File: config.mk
export PLATFORM = sky130hd
export DESIGN_NAME = increment_param_flat
export DESIGN_NICKNAME = d
export VERILOG_FILES = /design/src/rtl/increment_param_if.sv /design/src/rtl/increment_param.sv /design/src/flat_wrapper.sv
export SDC_FILE = /design/constraint.sdc
export NUM_CORES = 1
export LEC_CHECK = 0
export CAP_MARGIN = 5
export CORE_ASPECT_RATIO = 1.75
export CORE_MARGIN = 4
export CORE_UTILIZATION = 52
export CTS_CLUSTER_DIAMETER = 100
export DETAILED_ROUTE_END_ITERATION = 8
export PLACE_DENSITY = 0.86
export RECOVER_POWER = 25
export SLEW_MARGIN = 10
export SYNTH_ARGS = -nofsm -noshare
export SYNTH_HDL_FRONTEND = slang
export SYNTH_SLANG_ARGS = --single-unit
File: constraint.sdc
create_clock -name clk -period 3.45 [get_ports clk]
set_input_delay 1.035 -clock clk [delete_from_list [all_inputs] [get_ports clk]]
set_output_delay 1.035 -clock clk [all_outputs]
set_load 0.01 [all_outputs]
File: src/rtl/increment_param_if.sv
// Control and status bundle for the increment_param sequencing counter.
// The master side (controller/bench) drives the controls and reads the count;
// the slave side is the counter itself.
interface increment_param_if #(
    parameter int WIDTH = 5
);
    logic             en;
    logic [1:0]       mode;
    logic [WIDTH-1:0] step;
    logic [WIDTH-1:0] limit;
    logic             load;
    logic [WIDTH-1:0] load_val;
    logic [WIDTH-1:0] t;
    logic             dir;
    logic             tc;

    modport master (
        output en, mode, step, limit, load, load_val,
        input  t, dir, tc
    );

    modport slave (
        input  en, mode, step, limit, load, load_val,
        output t, dir, tc
    );
endinterface

File: src/rtl/increment_param.sv
// Programmable sequencing counter: step, inclusive upper limit, synchronous
// load, enable, and four count modes (up-wrap, down-wrap, up-saturate,
// bounce) with a registered direction flag and a one-cycle terminal pulse.
//
// Direction FSM (only bounce mode steers it both ways; the other modes
// force it, load/clamp/step=0/idle leave it untouched):
//   state | meaning
//   UP    | counting toward limit, dir=1 (reset state)
//   DOWN  | counting toward 0, dir=0
module increment_param #(
    parameter int WIDTH = 5
) (
    input  logic                clk,
    input  logic                resetn,
    increment_param_if.slave    bus
);
    localparam int W1 = WIDTH + 1;

    typedef enum logic {
        DOWN = 1'b0,
        UP   = 1'b1
    } dir_e;

    logic [WIDTH-1:0] t_q;
    logic [WIDTH-1:0] t_d;
    dir_e             dir_q;
    dir_e             dir_d;
    logic             tc_q;
    logic             tc_d;

    // One guard bit so t+step and limit+1 never wrap inside the compares.
    logic [W1-1:0] t_x;
    logic [W1-1:0] step_x;
    logic [W1-1:0] lim_x;
    logic [W1-1:0] lim1_x;
    logic [W1-1:0] ldv_x;
    logic [W1-1:0] sum_x;

    assign t_x    = {1'b0, t_q};
    assign step_x = {1'b0, bus.step};
    assign lim_x  = {1'b0, bus.limit};
    assign ldv_x  = {1'b0, bus.load_val};
    assign lim1_x = lim_x + W1'(1);
    assign sum_x  = t_x + step_x;

    // State register: count, direction and terminal pulse.
    always_ff @(posedge clk or negedge resetn) begin
        if (!resetn) begin
            t_q   <= '0;
            dir_q <= UP;
            tc_q  <= 1'b0;
        end else begin
            t_q   <= t_d;
            dir_q <= dir_d;
            tc_q  <= tc_d;
        end
    end

    // Next count/direction/pulse: load beats clamp beats counting.
    always_comb begin
        t_d   = t_q;
        dir_d = dir_q;
        tc_d  = 1'b0;

        if (bus.load) begin
            t_d = (ldv_x > lim_x) ? bus.limit : bus.load_val;
        end else if (bus.en) begin
            if (t_x > lim_x) begin
                // limit was lowered below the current count
                t_d = bus.limit;
            end else if (step_x != '0) begin
                case (bus.mode)
                    2'b00: begin
                        dir_d = UP;
                        tc_d  = 1'b1;
                        if (step_x > lim1_x) begin
                            t_d = '0;
                        end else if (sum_x <= lim_x) begin
                            t_d  = WIDTH'(sum_x);
                            tc_d = 1'b0;
                        end else begin
                            t_d = WIDTH'(sum_x - lim1_x);
                        end
                    end
                    2'b01: begin
                        dir_d = DOWN;
                        tc_d  = 1'b1;
                        if (step_x > lim1_x) begin
                            t_d = bus.limit;
                        end else if (t_x >= step_x) begin
                            t_d  = WIDTH'(t_x - step_x);
                            tc_d = 1'b0;
                        end else begin
                            t_d = WIDTH'(t_x + lim1_x - step_x);
                        end
                    end
                    2'b10: begin
                        dir_d = UP;
                        if (t_x == lim_x) begin
                            t_d = t_q;
                        end else if (sum_x >= lim_x) begin
                            // pulse only on the edge that reaches the limit
                            t_d  = bus.limit;
                            tc_d = 1'b1;
                        end else begin
                            t_d = WIDTH'(sum_x);
                        end
                    end
                    2'b11: begin
                        if (dir_q == UP) begin
                            if (sum_x >= lim_x) begin
                                t_d   = bus.limit;
                                dir_d = DOWN;
                                tc_d  = 1'b1;
                            end else begin
                                t_d = WIDTH'(sum_x);
                            end
                        end else begin
                            if (t_x <= step_x) begin
                                t_d   = '0;
                                dir_d = UP;
                                tc_d  = 1'b1;
                            end else begin
                                t_d = WIDTH'(t_x - step_x);
                            end
                        end
                    end
                    default: begin
                        t_d = t_q;
                    end
                endcase
            end
        end
    end

    assign bus.t   = t_q;
    assign bus.dir = dir_q;
    assign bus.tc  = tc_q;
endmodule

File: src/flat_wrapper.sv
// flat-port wrapper written by rule: the top's interface ports become plain ports
module increment_param_flat 
#(
    parameter int WIDTH = 5
)
  (clk, resetn, bus_en, bus_mode, bus_step, bus_limit, bus_load, bus_load_val, bus_t, bus_dir, bus_tc);
  increment_param_if #(.WIDTH(WIDTH)) bus_i ();
  input  logic clk;
  input  logic resetn;
  input wire logic [$bits(bus_i.en)-1:0] bus_en;
  input wire logic [$bits(bus_i.mode)-1:0] bus_mode;
  input wire logic [$bits(bus_i.step)-1:0] bus_step;
  input wire logic [$bits(bus_i.limit)-1:0] bus_limit;
  input wire logic [$bits(bus_i.load)-1:0] bus_load;
  input wire logic [$bits(bus_i.load_val)-1:0] bus_load_val;
  output wire logic [$bits(bus_i.t)-1:0] bus_t;
  output wire logic [$bits(bus_i.dir)-1:0] bus_dir;
  output wire logic [$bits(bus_i.tc)-1:0] bus_tc;
  assign bus_i.en = bus_en;
  assign bus_i.mode = bus_mode;
  assign bus_i.step = bus_step;
  assign bus_i.limit = bus_limit;
  assign bus_i.load = bus_load;
  assign bus_i.load_val = bus_load_val;
  assign bus_t = bus_i.t;
  assign bus_dir = bus_i.dir;
  assign bus_tc = bus_i.tc;
  increment_param #(.WIDTH(WIDTH)) u_core (.clk(clk), .resetn(resetn), .bus(bus_i));
endmodule
==> results.cfg, run 1 <==
[synth]
syn_area_per_cell_um2 = 8.29
yosysMostFrequentCell = ha_1
yosysTopAreaCell = ha_1
post_synth_inst_count = 285
synth_area_leaders = ha_1 (22%), dfrtp_1 (6.4%), fa_1 (5.9%)
synthTopCellsByCount = ha_1 (42), inv_1 (28), nor2_1 (26)
ys_ff_latch = 7
synth_top_area_share_pct = 22.2
synth.net_count = 355
ys_seq_area_share_pct = 7.47
synth_enable_flop_cells = 0
synthesis.area_um2 = 2360
ys_types = 64
async_flop_share_pct = 100
synth_warnings = 0
synth_flop_cell = dfrtp_1

[setup_path]
cp.required_ns = 3.55
worst_setup_path_end_kind = flop
ff2ff_setup_slack_ns = -0.09
crit_fanout = 3
cp-start-kind = input port
cp_data_arrival_time_ns = 3.97
path_class = in2reg

[detailed_routing]
vias = 3087
drtIter0Drc = 268
routed_wl_mm = 11.4
dr.pass1.iters = 5
remaining_drc_errors = 0
ant_nets = 0
viasPerCell = 6.55
wl_per_cell_um = 24.2

[cts]
cts.sinks = 7
htree_levels = 1
cts-buffers-inserted = 3
path_clk_slew_ns = 0.04
clk_latency_ns = 0.23
cts_tree = built
hold_buffers = 0
cts-root-buf = clkbuf_8
cts_buffer_depth = 2

[timing]
finalSetupViolCount = 7
finalHoldViolCount = 0
skew_ns = 0.00241
period_needed_ns = 3.87
max_freq_mhz = 258
fin_setup_tns_ns = -2.24
rsz0062_at_grt = yes
maxSlewHeadroom_pct = 66.7
period_share_pct = 112
fin_ws_ns = -0.420
max_slew.worst_pin.slew_ns = 0.487
finalMaxSlewViolations = 0

[die]
dieWidth_um = 59.0
die_area_um2 = 5730
core_um2 = 4400
rows = 32
fp.dieH_um = 97.2
start_util_pct = 53.6
num_io_pins = 28

[global_route]
grt_pass1_vias = 3218
grt_usage_pct = 39.4
grt_pass1_wl_mm = 16.8
grt_overflow = 0
antenna_found_initial = 0
grt_max_degree = 11

[layout]
postLayoutCoreUtil_pct = 87.5
nNetsFinal = 491
drive_gt1_share_pct = 43.3
synthToLayoutAreaGrowth_pct = 63.1
n_fill_cell = 230
antenna_cells = 0

[pwr]
p_total_mw = 3.73
ir_worst_vdd_mv = 0.773
cellPowerDensity_nw_per_um2 = 969
cellLeakagePower_nw = 1.80

[place]
detailed_place_hpwl_mm = 7.72
pre_cts_ws_ns = -1.05
port_buffers = 27
gp_congestion = 1.08

[worst_hold_path]
hold_class = reg2reg

[run_status]
violations = negative setup slack
status = complete, but fails checks

[job]
maxCapViolCount = 0
==> worst max-delay path, cell delays in order <==
cell and delay, ns:
buf_8 0.07, ha_4 0.13, inv_2 0.04, fa_2 0.40, o21bai_4 0.17, a21oi_4 0.08
xnor2_2 0.21, inv_2 0.09, ha_4 0.24, and3_4 0.16, a211oi_4 0.20, nand2_2 0.12
nor3_4 0.23, buf_6 0.14, buf_6 0.11, mux2i_1 0.25, o32a_1 0.18, o211ai_1 0.10
==> power breakdown <==
part	internal [mW]	switching, mW	leakage (nW)	total, mW
combinational	1.75	1.68	1.69	3.43
sequential	0.119	0.0680	0.0851	0.187
clock	0.0800	0.0364	0.0228	0.116
==> worst paths after layout <==
check | from | cells past startpoint | to
setup / recovery | bus_step[0] | 18 | u_core.bus.t[0]
hold / removal | u_core.bus.dir | 2 | u_core.bus.dir
setup reg to reg | u_core.bus.t[1] | 16 | u_core.bus.t[0]
hold reg to reg | u_core.bus.dir | 2 | u_core.bus.dir
max in group asynchronous | resetn | 1 | u_core.bus.dir
min in group asynchronous | resetn | 1 | u_core.bus.t[0]
==> layer usage <==
metal,up-vias,global-route usage [%],wire length (um)
met3,118,5.05,895
li1,1319,-,-
met4,0,32.8,1370
met5,-,0,0
met2,230,69.3,5780
met1,1420,38.2,3370
==> cell type report <==
type / instances / area, um^2 / share of cell area (%)
Sequential cell: 7 / 176 / 4.58
Inverter: 29 / 113 / 2.92
Multi-Input combinational cell: 243 / 2330 / 60.4
Timing Repair Buffer: 137 / 1130 / 29.2
Clock buffer: 4 / 45.0 / 1.17
Tap cell: 51 / 63.8 / 1.66
==> repair_timing <==
action | in CTS | in global routing
setup buffers | 20 | 1
resized for setup | 54 | 19
pin swaps | 18 | 17
endpoints found under the setup margin | 7 | 7
==> stage by stage <==
| stage | hold slack, ns | cell area (um^2) | instances |
|---|---|---|---|
| after floorplan | 0.533 | 2420 | 285 |
| after global placement | 0.532 | 3350 | 447 |
| after detailed placement | 0.547 | 3350 | 447 |
| after CTS | 0.551 | 3750 | 471 |
| after global routing | 0.579 | 3850 | 471 |
| final | 0.557 | 3850 | 471 |
==> registers in the layout (all words and copies together) (netlist names) <==
name / cells
u_core.bus.dir: 1
u_core.bus.t: 5
u_core.bus.tc: 1
==> placed cells by master (no fill, tap or decap), types with 9 or more instances in the layout <==
master and count:
a21oi_1 10, a31oi_1 10, buf_4 105, clkdlybuf4s50_1 18
ha_1 32, ha_4 10, inv_1 21, mux2i_1 9
nor2_1 24
==> logic make-up after synthesis <==
logic type	Yosys count	share of synthesized area [%]
AO/OA/AOI/OAI	86	27.0
XOR/XNOR	17	6.30
adder cells (fa/ha/maj)	49	28.2
buffers and inverters	35	7.89
flip-flops	7	7.47
multiplexers	11	4.77
AND/OR/NAND/NOR	80	18.4
(Power assumes the default switching activity.)
==> run 2: changes to the inputs <==
--- a/constraint.sdc
+++ b/constraint.sdc
@@ -3,2 +3,2 @@
 set_output_delay 1.035 -clock clk [all_outputs]
-set_load 0.01 [all_outputs]
+set_load 0.005 [all_outputs]
==> run 2 against run 1 <==
The run still ends with negative setup slack left. Via count decreased by 6.6%. Critical path depth decreased by 1. Cell count decreased by 2.1%. Worst hold slack got worse by 0.0031 ns.
==> results.cfg, run 2 (same netlist as run 1, synthesis figures left out) <==
[run_status]
status = complete, but fails checks
violations = negative setup slack

[die]
rows = 32
core_um2 = 4400
fp.dieH_um = 97.2
die_area_um2 = 5730
num_io_pins = 28
start_util_pct = 53.6
dieWidth_um = 59.0

[global_route]
grt_use_met2_pct = 63.7
met3_usage_pct = 5.05
grt_pass1_wl_mm = 15.7
grtUsageMet1_pct = 33.1
grt_usage_pct = 35.9
grt_pass1_vias = 3223
grt_overflow = 0
grt_max_degree = 11
antenna_found_initial = 0
busiest_layer = met2

[timing]
finalSetupViolCount = 7
finalHoldViolCount = 0
period_needed_ns = 3.83
maxSlewHeadroom_pct = 66.2
period_share_pct = 111
rsz0062_at_grt = yes
hold_ws_ns = 0.554
finalMaxSlewViolations = 0
max_slew.worst_pin.slew_ns = 0.504
skew_ns = 0.00527
max_freq_mhz = 261
fin_setup_tns_ns = -2.16
fin_ws_ns = -0.378

[layout]
n_fill_cell = 275
nNetsFinal = 481
antenna_cells = 0
largest_reg_flops = 5
drive_gt1_share_pct = 40.0
synthToLayoutAreaGrowth_pct = 55.3
design_area_um2 = 3670
layout_common_cells = buf_4 (96), ha_1 (33), nor2_1 (25), inv_1 (22), clkdlybuf4s50_1 (19)
final_common_cell = buf_4

[setup_path]
cp-start-kind = input port
crit_family = simple AND/OR/NAND/NOR gates
cp.required_ns = 3.56
cpPeakStageDelay_ns = 0.37
worst_setup_path_end_kind = flop
path_class = in2reg
crit_fanout = 3
cp_num_buf_inv = 4
cp_data_arrival_time_ns = 3.94
slowest_stage = fa_2
crit_chain = buf_8 -> ha_4 -> inv_2 -> fa_2 -> o21bai_1 -> a21oi_2 -> xnor2_2 -> inv_2 -> ha_4 -> and3_4 -> a211oi_4 -> nand2_2 -> nor3_4 -> buf_6 -> mux2i_2 -> nor3_1 -> or3_1

[pwr]
cellPowerDensity_nw_per_um2 = 898
ir_worst_vdd_mv = 0.686
cellLeakagePower_nw = 1.73

[cts]
hold_buffers = 0
cts_buffer_depth = 2
clk_latency_ns = 0.24
cts.sinks = 7
htree_levels = 1
cts-root-buf = clkbuf_8
cts_tree = built
cts-buffers-inserted = 3
path_clk_slew_ns = 0.05

[detailed_routing]
viasPerCell = 6.26
ant_nets = 0
routed_wl_mm = 10.1
wl_per_cell_um = 22.0
remaining_drc_errors = 0
vias = 2884
dr.pass1.iters = 4
drtIter0Drc = 146

[worst_hold_path]
hold_class = reg2reg

[job]
maxCapViolCount = 0

[place]
gp_congestion = 0.977
port_buffers = 27
dpl-instance-area_um2 = 3330
detailed_place_hpwl_mm = 7.73
[run 2: metrics by stage]
step	instances	worst slack (ns)	power, mW	util, %
after floorplan	285	-0.359	1.51	-
after global placement	443	-1.24	2.46	75.6
after global routing	461	-0.539	3.49	83.3
after CTS	456	-0.389	3.00	81.3
after detailed placement	443	-1.30	2.52	75.6
final	461	-0.378	3.30	83.3
[run 2: area by class of cell]
type                            count  area (um^2)  share of cell area (%)
Timing Repair Buffer              127         1030                    28.1
Inverter                           29          113                    3.07
Clock buffer                        4         45.0                    1.23
Multi-Input combinational cell    243         2240                    61.1
Sequential cell                     7          176                    4.81
Tap cell                           51         63.8                    1.74
[run 2: final timing paths]
| path | from | to | slack (ns) | depth (start not counted) |
|---|---|---|---|---|
| max in group asynchronous | resetn | u_core.bus.dir | 1.96 | 1 |
| worst max register to register | u_core.bus.t[1] | u_core.bus.t[2] | -0.09 | 15 |
| worst min register to register | u_core.bus.dir | u_core.bus.dir | 0.55 | 2 |
| min in group asynchronous | resetn | u_core.bus.t[1] | 1.16 | 1 |
| worst min-delay path | u_core.bus.dir | u_core.bus.dir | 0.55 | 2 |
| worst max-delay path | bus_step[0] | u_core.bus.t[2] | -0.38 | 17 |
[run 2: layer usage]
layer  wire, um  vias to the layer above
met5          0                        -
met2       5360                      166
met3        526                       84
met4       1030                        0
met1       3210                     1334
li1           -                     1300
[run 2: where the power goes]
part           switching (mW)  total (mW)  internal (mW)
clock network          0.0437       0.124         0.0807
logic                    1.43        2.96           1.53
registers              0.0936       0.212          0.118
[run 2: what timing repair did]
action | CTS | global route
pin swaps | 20 | 13
setup endpoints to repair | 7 | 7
resized for setup | 45 | 11
buffers inserted | 9 | 5
[run 2: worst register-to-register path, delay by kind of cell, from the launching register on]
family                   cells  cell delay, ns
buffers and inverters        3            0.38
multiplexers                 1            0.20
XOR/XNOR                     1            0.24
AO/OA/AOI/OAI                3            0.49
flip-flops                   1            0.58
AND/OR/NAND/NOR              5            0.87
adder cells (fa/ha/maj)      2            0.66
